===== src/rtl/digit_scan_ctrl.sv =====
// digit_scan_ctrl: multiplexed-display digit scanner.
// Walks a one-hot/one-cold digit-select bus across DIGITS digits with a
// per-digit dwell, optional dead-time blanking, scan direction, per-digit
// enable mask (disabled digits are skipped) and a frame-start strobe.
module digit_scan_ctrl #(
    parameter int DIGITS     = 4,
    parameter int DWELL      = 1000,
    parameter int DEAD       = 0,
    parameter int ACTIVE_LOW = 1
) (
    input  logic                                         clk,
    input  logic                                         rst,
    input  logic                                         enabled,
    input  logic                                         dir,
    input  logic [DIGITS-1:0]                            mask,
    output logic [DIGITS-1:0]                            sel,
    output logic [((DIGITS > 2) ? $clog2(DIGITS) : 1)-1:0] idx,
    output logic                                         frame_start,
    output logic                                         blanking
);

    localparam int IW = (DIGITS > 2) ? $clog2(DIGITS) : 1;
    localparam int DW = (DWELL > 1) ? $clog2(DWELL) : 1;

    localparam logic [DW-1:0]     DWELL_LAST = DW'(DWELL - 1);
    localparam logic [7:0]        DEAD_LAST  = 8'((DEAD > 0) ? DEAD - 1 : 0);
    localparam logic [DIGITS-1:0] ONE        = DIGITS'(1);
    localparam logic [DIGITS-1:0] SEL_RST    = (ACTIVE_LOW != 0) ? ~ONE : ONE;

    typedef enum logic {
        S_SHOW,
        S_DEAD
    } state_t;

    state_t            state_q, state_d;
    logic [DW-1:0]     dwell_q, dwell_d;
    logic [7:0]        dead_q, dead_d;
    logic [IW-1:0]     idx_q, idx_d;
    logic [DIGITS-1:0] sel_q, sel_d;
    logic              fs_q, fs_d;
    logic              blank_q, blank_d;

    logic              advance;
    logic              found;
    logic [IW-1:0]     nxt;
    logic [DIGITS-1:0] act;

    // Timing, next-digit search and registered output values
    always_comb begin
        state_d = state_q;
        dwell_d = dwell_q;
        dead_d  = dead_q;
        idx_d   = idx_q;
        advance = 1'b0;
        fs_d    = 1'b0;
        found   = 1'b0;
        nxt     = idx_q;
        act     = '0;

        if (state_q == S_SHOW) begin
            if (dwell_q == DWELL_LAST) begin
                dwell_d = '0;
                if (DEAD > 0) begin
                    state_d = S_DEAD;
                    dead_d  = '0;
                end else begin
                    advance = 1'b1;
                end
            end else begin
                dwell_d = dwell_q + 1'b1;
            end
        end else begin
            if (dead_q == DEAD_LAST) begin
                advance = 1'b1;
                state_d = S_SHOW;
                dwell_d = '0;
                dead_d  = '0;
            end else begin
                dead_d = dead_q + 1'b1;
            end
        end

        // Search idx+-1 onward in scan direction; step DIGITS lands back on idx
        for (int unsigned k = 1; k <= DIGITS; k++) begin
            int unsigned c;
            if (!dir) c = (int'(idx_q) + k) % DIGITS;
            else      c = (int'(idx_q) + DIGITS - k) % DIGITS;
            if (!found && mask[c]) begin
                found = 1'b1;
                nxt   = IW'(c);
            end
        end

        // A wrap lands at or behind the starting digit in scan direction
        if (advance && found) begin
            idx_d = nxt;
            fs_d  = dir ? (nxt >= idx_q) : (nxt <= idx_q);
        end

        if (state_d == S_SHOW && mask[idx_d]) begin
            act = ONE << idx_d;
        end
        sel_d   = (ACTIVE_LOW != 0) ? ~act : act;
        blank_d = (state_d == S_DEAD) || !mask[idx_d];
    end

    // State and output registers; enabled=0 holds everything but frame_start
    always_ff @(posedge clk) begin
        if (rst) begin
            state_q <= S_SHOW;
            dwell_q <= '0;
            dead_q  <= '0;
            idx_q   <= '0;
            sel_q   <= SEL_RST;
            fs_q    <= 1'b0;
            blank_q <= 1'b0;
        end else if (enabled) begin
            state_q <= state_d;
            dwell_q <= dwell_d;
            dead_q  <= dead_d;
            idx_q   <= idx_d;
            sel_q   <= sel_d;
            fs_q    <= fs_d;
            blank_q <= blank_d;
        end else begin
            fs_q <= 1'b0;
        end
    end

    assign sel         = sel_q;
    assign idx         = idx_q;
    assign frame_start = fs_q;
    assign blanking    = blank_q;

endmodule


===== config.mk =====
export PLATFORM = sky130hd
export DESIGN_NAME = digit_scan_ctrl
export DESIGN_NICKNAME = d
export VERILOG_FILES = /design/src/rtl/digit_scan_ctrl.sv
export SDC_FILE = /design/constraint.sdc
export NUM_CORES = 1
export LEC_CHECK = 0
export CORE_MARGIN = 8
export CORE_UTILIZATION = 50
export DETAILED_ROUTE_END_ITERATION = 12
export DONT_BUFFER_PORTS = 1
export SYNTH_ARGS = -nofsm -noshare
export SYNTH_HDL_FRONTEND = slang
export SYNTH_SLANG_ARGS = --single-unit

===== constraint.sdc =====
create_clock -name clk -period 3.65 [get_ports clk]
set_input_delay 0.9125 -clock clk [delete_from_list [all_inputs] [get_ports clk]]
set_output_delay 0.9125 -clock clk [all_outputs]
set_load 0.1 [all_outputs]

==> parameters.txt, run 1 <==
Parameter                              Value

Global route
  Number of antenna violations at the first check in global routing ... 0
  Vias in the first global route ... 1276
  GR Util All Layers ... 12.7%
  Total overflow reported by the global router ... 0
  Pin count of the biggest net entering global routing ... 18
  Wire length of the first global-routing pass ... 5620 µm

CTS
  Number of post-CTS setup repair buffers ... 0
  Total of hold buffers inserted after clock tree synthesis ... 0
  Buffer type at the clock tree root ... clkbuf_4
  Clock sink count ... 27
  CTS Buffer Depth ... 2
  CTS resizes ... 0
  # H-tree levels ... 1
  Clock tree from TritonCTS ... yes
  Number of buffers created by CTS ... 3
  Clock transition time at the flip-flop clock pins of the worst setup and hold paths ... 0.14 ns
  Clock latency reported for the late side of the worst-skew pair ... 0.32 ns

Flow run
  Max_cap viols ... 0

Placement
  Final GP Congestion ... 0.896
  Worst slack, placed ... 0.836 ns
  I/O Buffers ... 0
  Number of placed instances, taps included ... 230
  Placed wire-length estimate ... 2490 µm

Setup path
  Endpoint type of the worst setup path ... register
  Data required, critical path ... 3.91 ns
  Critical path start-end classification ... reg2reg
  Delay-heaviest family, CP ... multiplexers
  Worst-path maximum fanout ... 6
  Sequence of cells on the critical path ... inv_1 -> ha_1 -> or4b_4 -> nor3_2 -> nor2_1 -> a311oi_2 -> mux2i_1 -> mux4_2 -> a211oi_2
  Bufs and invs on worst path ... 1
  Startpoint class of the critical path ... register
  Largest stage delay on the critical path ... 0.57 ns
  Worst Path Arrival ... 3.08 ns
  Standard cell with the maximum stage delay on the critical path ... mux4_2

Yosys
  Synthesized netlist cell count ... 195
  Unique cell type count in the Yosys netlist ... 42
  Top cells by area, synth ... dfxtp_1, nor2_1, xor2_1
  Post-synth ARST share ... 0%
  Most used flip-flop cell after synthesis ... dfxtp_1
  Post-synthesis instance area ... 1620 µm²
  Fraction of synthesized cell area taken by the top area cell type ... 33.4%
  Synth area leader ... dfxtp_1
  Seq/Total Area, Yosys ... 33.4%
  EDFF count, synth ... 0
  Net count of the mapped netlist ... 208
  Syn_area_per_cell ... 8.30 µm²
  Yosys reg bits ... 27
  Synthesis warning total ... 0

Timing
  Post-layout worst setup margin ... 0.823 ns
  Max Clock Skew ... 0.00366 ns
  Fmax ... 0.354 GHz
  Transition time of the tightest slew-check pin ... 0.983 ns
  Slew HR ... 34.4%
  Unrepaired setup endpoints after global routing ... no
  Pins over their slew limit ... 0
  Setup violators final ... 0
  Final critical delay including setup and external delays ... 2.83 ns
  Share of the clock period used by the worst path ... 77.4%
  Total negative slack for setup checks ... 0 ns
  Total count of hold-check failures in the final report ... 0

Final layout
  Layout Area Growth over Synthesis ... 3.40%
  Utilization of the core after routing ... 54.3%
  Fraction of final layout cells sized beyond drive strength 1 ... 8.95%
  Layout net count ... 204
  Final Non-Filler Cells ... 234
  Highest-count cells in the layout ignoring fill and taps ... nor2_1, dfxtp_1, a21oi_1, xor2_1, nor3_1
  Antenna diode count ... 0

Detailed routing
  Avg WL per Cell ... 14.1 µm
  Post-DRT Antenna Nets ... 0
  Post-detailed-routing wire length ... 3300 µm
  Via Count ... 1355
  Ratio of routed vias to standard cells ... 5.79
  Initial drt markers ... 86
  Drt drc ... 0
  Number of detailed-route iterations in the first pass ... 4

Floorplanning
  Top-level I/O count ... 16
  Starting utilization of the core area ... 52.6%
  Placeable Area ... 3080 µm²
  Full die area ... 5310 µm²
  Site Rows ... 20
  Y dimension of the die ... 72.9 µm
  Die outline width ... 72.9 µm

Power and ir drop
  Power per Cell Area ... 302 nW/µm²
  Total leakage power ... 0.586 nW
  Worst VDD drop ... 0.149 mV

Run status
  Result of the run ... completed

Min path
  Path type of the worst min-delay path ... reg2reg
[sequential cells by signal, summed over array words and instances, names as in the netlist]
signal	flops
idx	2
dwell_q	10
state_q	1
sel	4
blanking	1
frame_start	1
dead_q	8
[stage by stage]
stage,power [mW],area [µm²],hold slack [ns]
floorplan,0.381,1620,0.471
global placement,0.381,1650,0.491
detailed placement,0.382,1650,0.498
CTS,0.511,1670,0.526
global route,0.526,1670,0.555
finish,0.505,1670,0.526
[Yosys cell counts, drive strengths merged (6+ instances only)]
library cell / count
nor2: 27
nand2: 8
nand2b: 7
mux2i: 6
inv: 8
dfxtp: 27
clkbuf: 11
xor2: 11
nor3: 11
o21ai: 9
nand4: 7
a21oi: 11
[area by class of cell]
class,count,area (µm²)
clock buffers,4,26.3
fillers,320,1410
inverters,8,30.0
multi-input cells,149,1010
flip-flops and latches,27,541
well taps,44,55.1
repair buffers,2,15.0
[cell families after synthesis]
family	count (synthesis)	share of synthesized area, %
simple gates	84	28.6
compound gates	38	16.3
flops	27	33.4
buf+inv	19	4.41
xor+xnor	14	7.58
mux	8	5.80
fa+ha+maj	5	3.87
[tightest hold or removal path, stage by stage, from the launching register on]
cell and delay, ns:
dfxtp_1 0.36, xor2_1 0.07, nor2_1 0.07
[per-layer routing]
layer	global-route usage (%)	share of wire (%)	vias to the layer above
met5	0	0	-
met4	3.78	0.58	0
met3	3.57	5.9	4
met2	19.8	44	24
met1	16.5	49	640
li1	-	-	687
[where the power goes]
group | switching [mW] | internal [mW] | leakage (nW)
Combinational | 0.0315 | 0.0256 | 0.352
Sequential | 0.0192 | 0.300 | 0.219
Clock | 0.0863 | 0.0427 | 0.0150
Total | 0.137 | 0.368 | 0.586
[final timing paths]
check | slack, ns | endpoint | startpoint | cells after the start
worst min-delay path | 0.53 | dead_q[7] | dead_q[7] | 2
worst min register to register | 0.53 | dead_q[7] | dead_q[7] | 2
worst max-delay path | 0.82 | blanking | dead_q[0] | 9
worst max register to register | 0.82 | blanking | dead_q[0] | 9
(Power assumes the default switching activity.)
==> run 2: changes to the inputs <==
Clock period 3.65 ns to 2.9 ns, I/O delays scaled along.
==> parameters.txt, run 2 (synthesis gave the netlist of run 1 again) <==
Parameter                              Value

Detailed routing
  Post-detailed-routing wire length ... 3440 µm (+4.1%)
  Avg WL per Cell ... 14.4 µm (+1.9%)
  Ratio of routed vias to standard cells ... 5.82 (+0.51%)
  Post-DRT Antenna Nets ... 0 (unchanged)
  Initial drt markers ... 122 (+42%)
  Number of detailed-route iterations in the first pass ... 4 (unchanged)
  Drt drc ... 0 (unchanged)
  Via Count ... 1391 (+2.7%)

Final layout
  Highest-count cells in the layout ignoring fill and taps ... nor2_1, dfxtp_1, a21oi_1, xor2_1, nor3_1
  Fraction of final layout cells sized beyond drive strength 1 ... 13.8% (+4.9 points)
  Register bank with the most flops ... dwell_q
  Max FFs per register ... 10 (unchanged)
  Layout net count ... 209 (+2.5%)
  Most common cell after layout, fill and taps aside ... nor2_1
  Layout Area Growth over Synthesis ... 6.96%
  Antenna diode count ... 0 (unchanged)
  Post-route cell area ... 1730 µm² (+3.4%)
  Final Non-Filler Cells ... 239 (+2.1%)
  Utilization of the core after routing ... 56.2% (+1.9 points)
  Number of filler cells placed in the layout ... 311 (-2.8%)

Setup path
  Startpoint class of the critical path ... register
  Delay-heaviest family, CP ... multiplexers
  Largest stage delay on the critical path ... 0.54 ns (-0.03 ns)
  Register-to-Register Setup Slack ... 0.21 ns (-0.61 ns)
  Sequence of cells on the critical path ... inv_1 -> ha_1 -> or4b_4 -> nor3_4 -> nor2_1 -> a311oi_2 -> mux2i_2 -> mux4_2 -> a211oi_2
  Worst Path Arrival ... 2.96 ns (-0.12 ns)
  Cells on worst reg2reg path ... 9 (unchanged)
  Bufs and invs on worst path ... 1 (unchanged)
  Endpoint type of the worst setup path ... register
  Worst-path maximum fanout ... 3 (-3)
  Launch point of the worst reg-to-reg path ... dead_q[0]
  Data required, critical path ... 3.17 ns (-0.74 ns)
  Critical path start-end classification ... reg2reg
  Reg2reg end ... blanking
  Standard cell with the maximum stage delay on the critical path ... mux4_2

Placement
  Placed standard-cell area ... 1670 µm² (+1.4%)
  Worst slack, placed ... 0.214 ns (-0.622 ns)
  Placed wire-length estimate ... 2550 µm (+2.7%)
  I/O Buffers ... 0 (unchanged)
  Final GP Congestion ... 0.859 (-4.2%)
  Number of placed instances, taps included ... 233 (+1.3%)

Timing
  Post-layout worst setup margin ... 0.212 ns (-0.611 ns)
  Final Hold Slack ... 0.428 ns (-0.0986 ns)
  Setup violators final ... 0 (unchanged)
  Transition time of the tightest slew-check pin ... 0.985 ns (+0.00236 ns)
  Total negative slack for setup checks ... 0 ns (unchanged)
  Fmax ... 0.372 GHz (+5.2%)
  Share of the clock period used by the worst path ... 92.7% (+15 points)
  Pins over their slew limit ... 0 (unchanged)
  Total count of hold-check failures in the final report ... 0 (unchanged)
  Final critical delay including setup and external delays ... 2.69 ns (-0.139 ns)
  Max Clock Skew ... 0.00987 ns (+0.00621 ns)
  Slew HR ... 34.2% (-0.16 points)
  Unrepaired setup endpoints after global routing ... no

Global route
  Wire length of the first global-routing pass ... 5890 µm (+4.7%)
  Vias in the first global route ... 1220 (-4.4%)
  Number of antenna violations at the first check in global routing ... 0 (unchanged)
  GR Util All Layers ... 13.7% (+1.0 points)
  Pin count of the biggest net entering global routing ... 19 (+1)
  Total overflow reported by the global router ... 0 (unchanged)

Floorplanning
  Top-level I/O count ... 16 (unchanged)
  Y dimension of the die ... 72.9 µm (unchanged)
  Die outline width ... 72.9 µm (unchanged)
  Site Rows ... 20 (unchanged)
  Starting utilization of the core area ... 52.6% (unchanged)
  Placeable Area ... 3080 µm² (unchanged)
  Full die area ... 5310 µm² (unchanged)

CTS
  CTS Buffer Depth ... 2 (unchanged)
  Clock tree from TritonCTS ... yes
  Clock sink count ... 27 (unchanged)
  Number of buffers created by CTS ... 3 (unchanged)
  Clock latency reported for the late side of the worst-skew pair ... 0.33 ns (about the same)
  # H-tree levels ... 1 (unchanged)
  Clock transition time at the flip-flop clock pins of the worst setup and hold paths ... 0.16 ns (+0.02 ns)
  Buffer type at the clock tree root ... clkbuf_4

Min path
  Path type of the worst min-delay path ... in2reg
  Endpoint, Worst Hold ... dead_q[0]
  Hold path depth ... 1 (-1)
  Hold path startpoint ... rst

Run status
  Result of the run ... completed

Power and ir drop
  Overall power consumption ... 647 µW (+28%)
  Total leakage power ... 0.612 nW (+4.5%)
  Worst VDD drop ... 0.271 mV (+82%)
  Power per Cell Area ... 374 nW/µm² (+24%)

Flow run
  Max_cap viols ... 0 (unchanged)
run 2: cell types whose count changed in the layout (fill, tap and decap cells not counted):
| cell | before | now |
|---|---|---|
| clkinvlp_4 | 0 | 1 |
| buf_4 | 2 | 7 |
| nor3_4 | 0 | 1 |
| dfxtp_4 | 0 | 1 |
| dfxtp_2 | 0 | 2 |
| mux2i_1 | 6 | 5 |
| nor3_2 | 1 | 0 |
| clkbuf_1 | 1 | 0 |
| mux2i_2 | 0 | 1 |
| dfxtp_1 | 27 | 24 |
run 2: final cells by class:
class	instances	area [µm²]	area share [%]
Multi-Input combinational cell	149	1020	58.7
Sequential cell	27	547	31.6
Tap cell	44	55.1	3.18
Timing Repair Buffer	7	52.6	3.04
Inverter	8	30.0	1.74
Clock buffer	3	22.5	1.30
Clock inverter	1	7.51	0.434
run 2: repair_timing:
action | 4_1_cts | 5_1_grt
endpoints found under the setup margin | 0 | 1
buffers inserted | 0 | 2
resized for setup | 0 | 5
hold buffers | 0 | 0
run 2: how the worst max path moves through the flow:
stage,startpoint,end,slack [ns],cells past startpoint
floorplan,idx[1],blanking,0.07,6
detailed placement,dead_q[0],blanking,0.21,9
CTS,dead_q[0],blanking,0.18,9
global route,dwell_q[0],blanking,0.02,8
finish,dead_q[0],blanking,0.21,9
global placement,dir,frame_start,0.29,11
run 2: power breakdown:
| group | internal, mW | switching [mW] | leakage [nW] |
|---|---|---|---|
| registers | 0.377 | 0.0165 | 0.221 |
| logic | 0.0359 | 0.0490 | 0.378 |
| clock network | 0.0528 | 0.116 | 0.0139 |
run 2: metal layers:
| layer | GRT usage, % | share of wire (%) | vias to the layer above | routed length [µm] |
|---|---|---|---|---|
| met2 | 20.2 | 46 | 28 | 1570 |
| met5 | 0 | 0 | - | 0 |
| li1 | - | - | 699 | - |
| met3 | 4.81 | 6.2 | 4 | 214 |
| met1 | 18.6 | 47 | 660 | 1620 |
| met4 | 2.89 | 1.1 | 0 | 39 |
==> run 3: changes to the inputs <==
Settings changed: CORE_ASPECT_RATIO from default to 1.5.
==> parameters.txt, run 3 (synthesis gave the netlist of run 1 again) <==
Parameter                              Value

CTS
  Clock transition time at the flip-flop clock pins of the worst setup and hold paths ... 0.09 ns (-0.07 ns)
  Clock latency reported for the late side of the worst-skew pair ... 0.27 ns (-0.06 ns)
  # H-tree levels ... 1 (unchanged)
  Clock sink count ... 27 (unchanged)
  Total of hold buffers inserted after clock tree synthesis ... 0 (unchanged)
  CTS Buffer Depth ... 2 (unchanged)
  Clock tree from TritonCTS ... yes
  CTS resizes ... 0 (unchanged)
  Number of post-CTS setup repair buffers ... 0 (unchanged)
  Buffer type at the clock tree root ... clkbuf_8
  Number of buffers created by CTS ... 3 (unchanged)

Final layout
  Layout Area Growth over Synthesis ... 6.88% (about the same)
  Fraction of final layout cells sized beyond drive strength 1 ... 12.3% (-1.5 points)
  Highest-count cells in the layout ignoring fill and taps ... nor2_1, dfxtp_1, a21oi_1, xor2_1, nor3_1
  Most common cell after layout, fill and taps aside ... nor2_1
  Post-route cell area ... 1730 µm² (about the same)
  Antenna diode count ... 0 (unchanged)
  Final Non-Filler Cells ... 235 (-1.7%)
  Register bank with the most flops ... dwell_q
  Layout net count ... 209 (unchanged)
  Max FFs per register ... 10 (unchanged)
  Utilization of the core after routing ... 55.3% (-0.94 points)

Placement
  Worst slack, placed ... 0.194 ns (-0.0197 ns)
  Placed standard-cell area ... 1680 µm² (+0.60%)
  Placed wire-length estimate ... 2570 µm (+0.76%)
  I/O Buffers ... 0 (unchanged)
  Number of placed instances, taps included ... 231 (-0.86%)
  Final GP Congestion ... 0.791 (-7.9%)

Floorplanning
  Full die area ... 5350 µm² (+0.71%)
  Placeable Area ... 3130 µm² (+1.6%)
  Top-level I/O count ... 16 (unchanged)
  Y dimension of the die ... 85.7 µm (+18%)
  Die outline width ... 62.4 µm (-14%)
  Starting utilization of the core area ... 51.7% (-0.84 points)
  Site Rows ... 25 (+25%)

Setup path
  Data required, critical path ... 3.10 ns (-0.07 ns)
  Worst Path Arrival ... 2.91 ns (-0.05 ns)
  Register-to-Register Setup Slack ... 0.19 ns (-0.02 ns)
  Endpoint type of the worst setup path ... register
  Startpoint class of the critical path ... register
  Worst-path maximum fanout ... 4 (+1)
  Critical path start-end classification ... reg2reg
  Launch point of the worst reg-to-reg path ... dead_q[0]
  Critical Path End ... blanking
  Launching instance or port of the critical path ... dead_q[0]
  Reg2reg end ... blanking
  Cells on worst reg2reg path ... 9 (unchanged)

Detailed routing
  Avg WL per Cell ... 14.2 µm (-1.0%)
  Number of detailed-route iterations in the first pass ... 4 (unchanged)
  Post-detailed-routing wire length ... 3350 µm (-2.7%)
  Ratio of routed vias to standard cells ... 5.75 (-1.1%)
  Initial drt markers ... 38 (-69%)
  Post-DRT Antenna Nets ... 0 (unchanged)
  Drt drc ... 0 (unchanged)
  Via Count ... 1352 (-2.8%)

Timing
  Share of the clock period used by the worst path ... 93.4% (+0.71 points)
  Total count of hold-check failures in the final report ... 0 (unchanged)
  Setup violators final ... 0 (unchanged)
  Post-layout worst setup margin ... 0.192 ns (-0.0205 ns)
  Pins over their slew limit ... 0 (unchanged)
  Final Hold Slack ... 0.497 ns (+0.0692 ns)
  Fmax ... 0.369 GHz (-0.76%)
  Max Clock Skew ... 0.00461 ns (-0.00525 ns)
  Slew HR ... 35.0% (+0.82 points)
  Unrepaired setup endpoints after global routing ... no
  Final critical delay including setup and external delays ... 2.71 ns (+0.0205 ns)
  Total negative slack for setup checks ... 0 ns (unchanged)
  Transition time of the tightest slew-check pin ... 0.973 ns (-0.0123 ns)

Global route
  Vias in the first global route ... 1282 (+5.1%)
  Total overflow reported by the global router ... 0 (unchanged)
  Pin count of the biggest net entering global routing ... 17 (-2)
  Number of antenna violations at the first check in global routing ... 0 (unchanged)
  GR Util All Layers ... 12.9% (-0.81 points)
  Wire length of the first global-routing pass ... 5870 µm (-0.34%)

Flow run
  Max_cap viols ... 0 (unchanged)

Power and ir drop
  Power per Cell Area ... 401 nW/µm² (+7.3%)
  Total leakage power ... 0.616 nW (+0.62%)
  Overall power consumption ... 694 µW (+7.3%)
  Worst VDD drop ... 0.273 mV (+0.70%)

Run status
  Result of the run ... completed

Min path
  Path type of the worst min-delay path ... in2reg
-- run 3: how the worst min path moves through the flow --
stage	from	to	slack, ns	depth (start not counted)
final	rst	idx[0]	0.50	1
after global routing	rst	idx[0]	0.49	1
after CTS	rst	idx[0]	0.49	1
after detailed placement	dwell_q[6]	dwell_q[6]	0.51	2
after global placement	dwell_q[6]	dwell_q[6]	0.49	2
after floorplan	dwell_q[6]	dwell_q[6]	0.47	2
-- run 3: critical path: stages, from the launching register on --
cell      delay, ns
dfxtp_1        0.34
inv_1          0.09
ha_1           0.15
or4b_4         0.47
nor3_2         0.19
nor2_1         0.08
a311oi_2       0.22
mux2i_1        0.32
mux4_2         0.55
a211oi_2       0.21
-- run 3: where the power goes --
| group | switching (mW) | internal, mW | leakage [nW] |
|---|---|---|---|
| Clock | 0.119 | 0.0975 | 0.0217 |
| Combinational | 0.0577 | 0.0357 | 0.375 |
| Sequential | 0.00659 | 0.377 | 0.219 |
-- run 3: cell type report --
class | instances | area (µm²)
multi-input combinational | 149 | 1010
tap | 40 | 50.0
timing repair buffer | 7 | 52.6
fill | 319 | 1400
inverter | 8 | 30.0
clock inverter | 1 | 7.51
sequential | 27 | 542
clock buffer | 3 | 41.3
-- run 3: routing by layer --
layer	track usage (%)	wire [µm]
met2	23.0	1710
met1	14.4	1470
met5	0	0
met3	2.74	114
met4	5.63	45
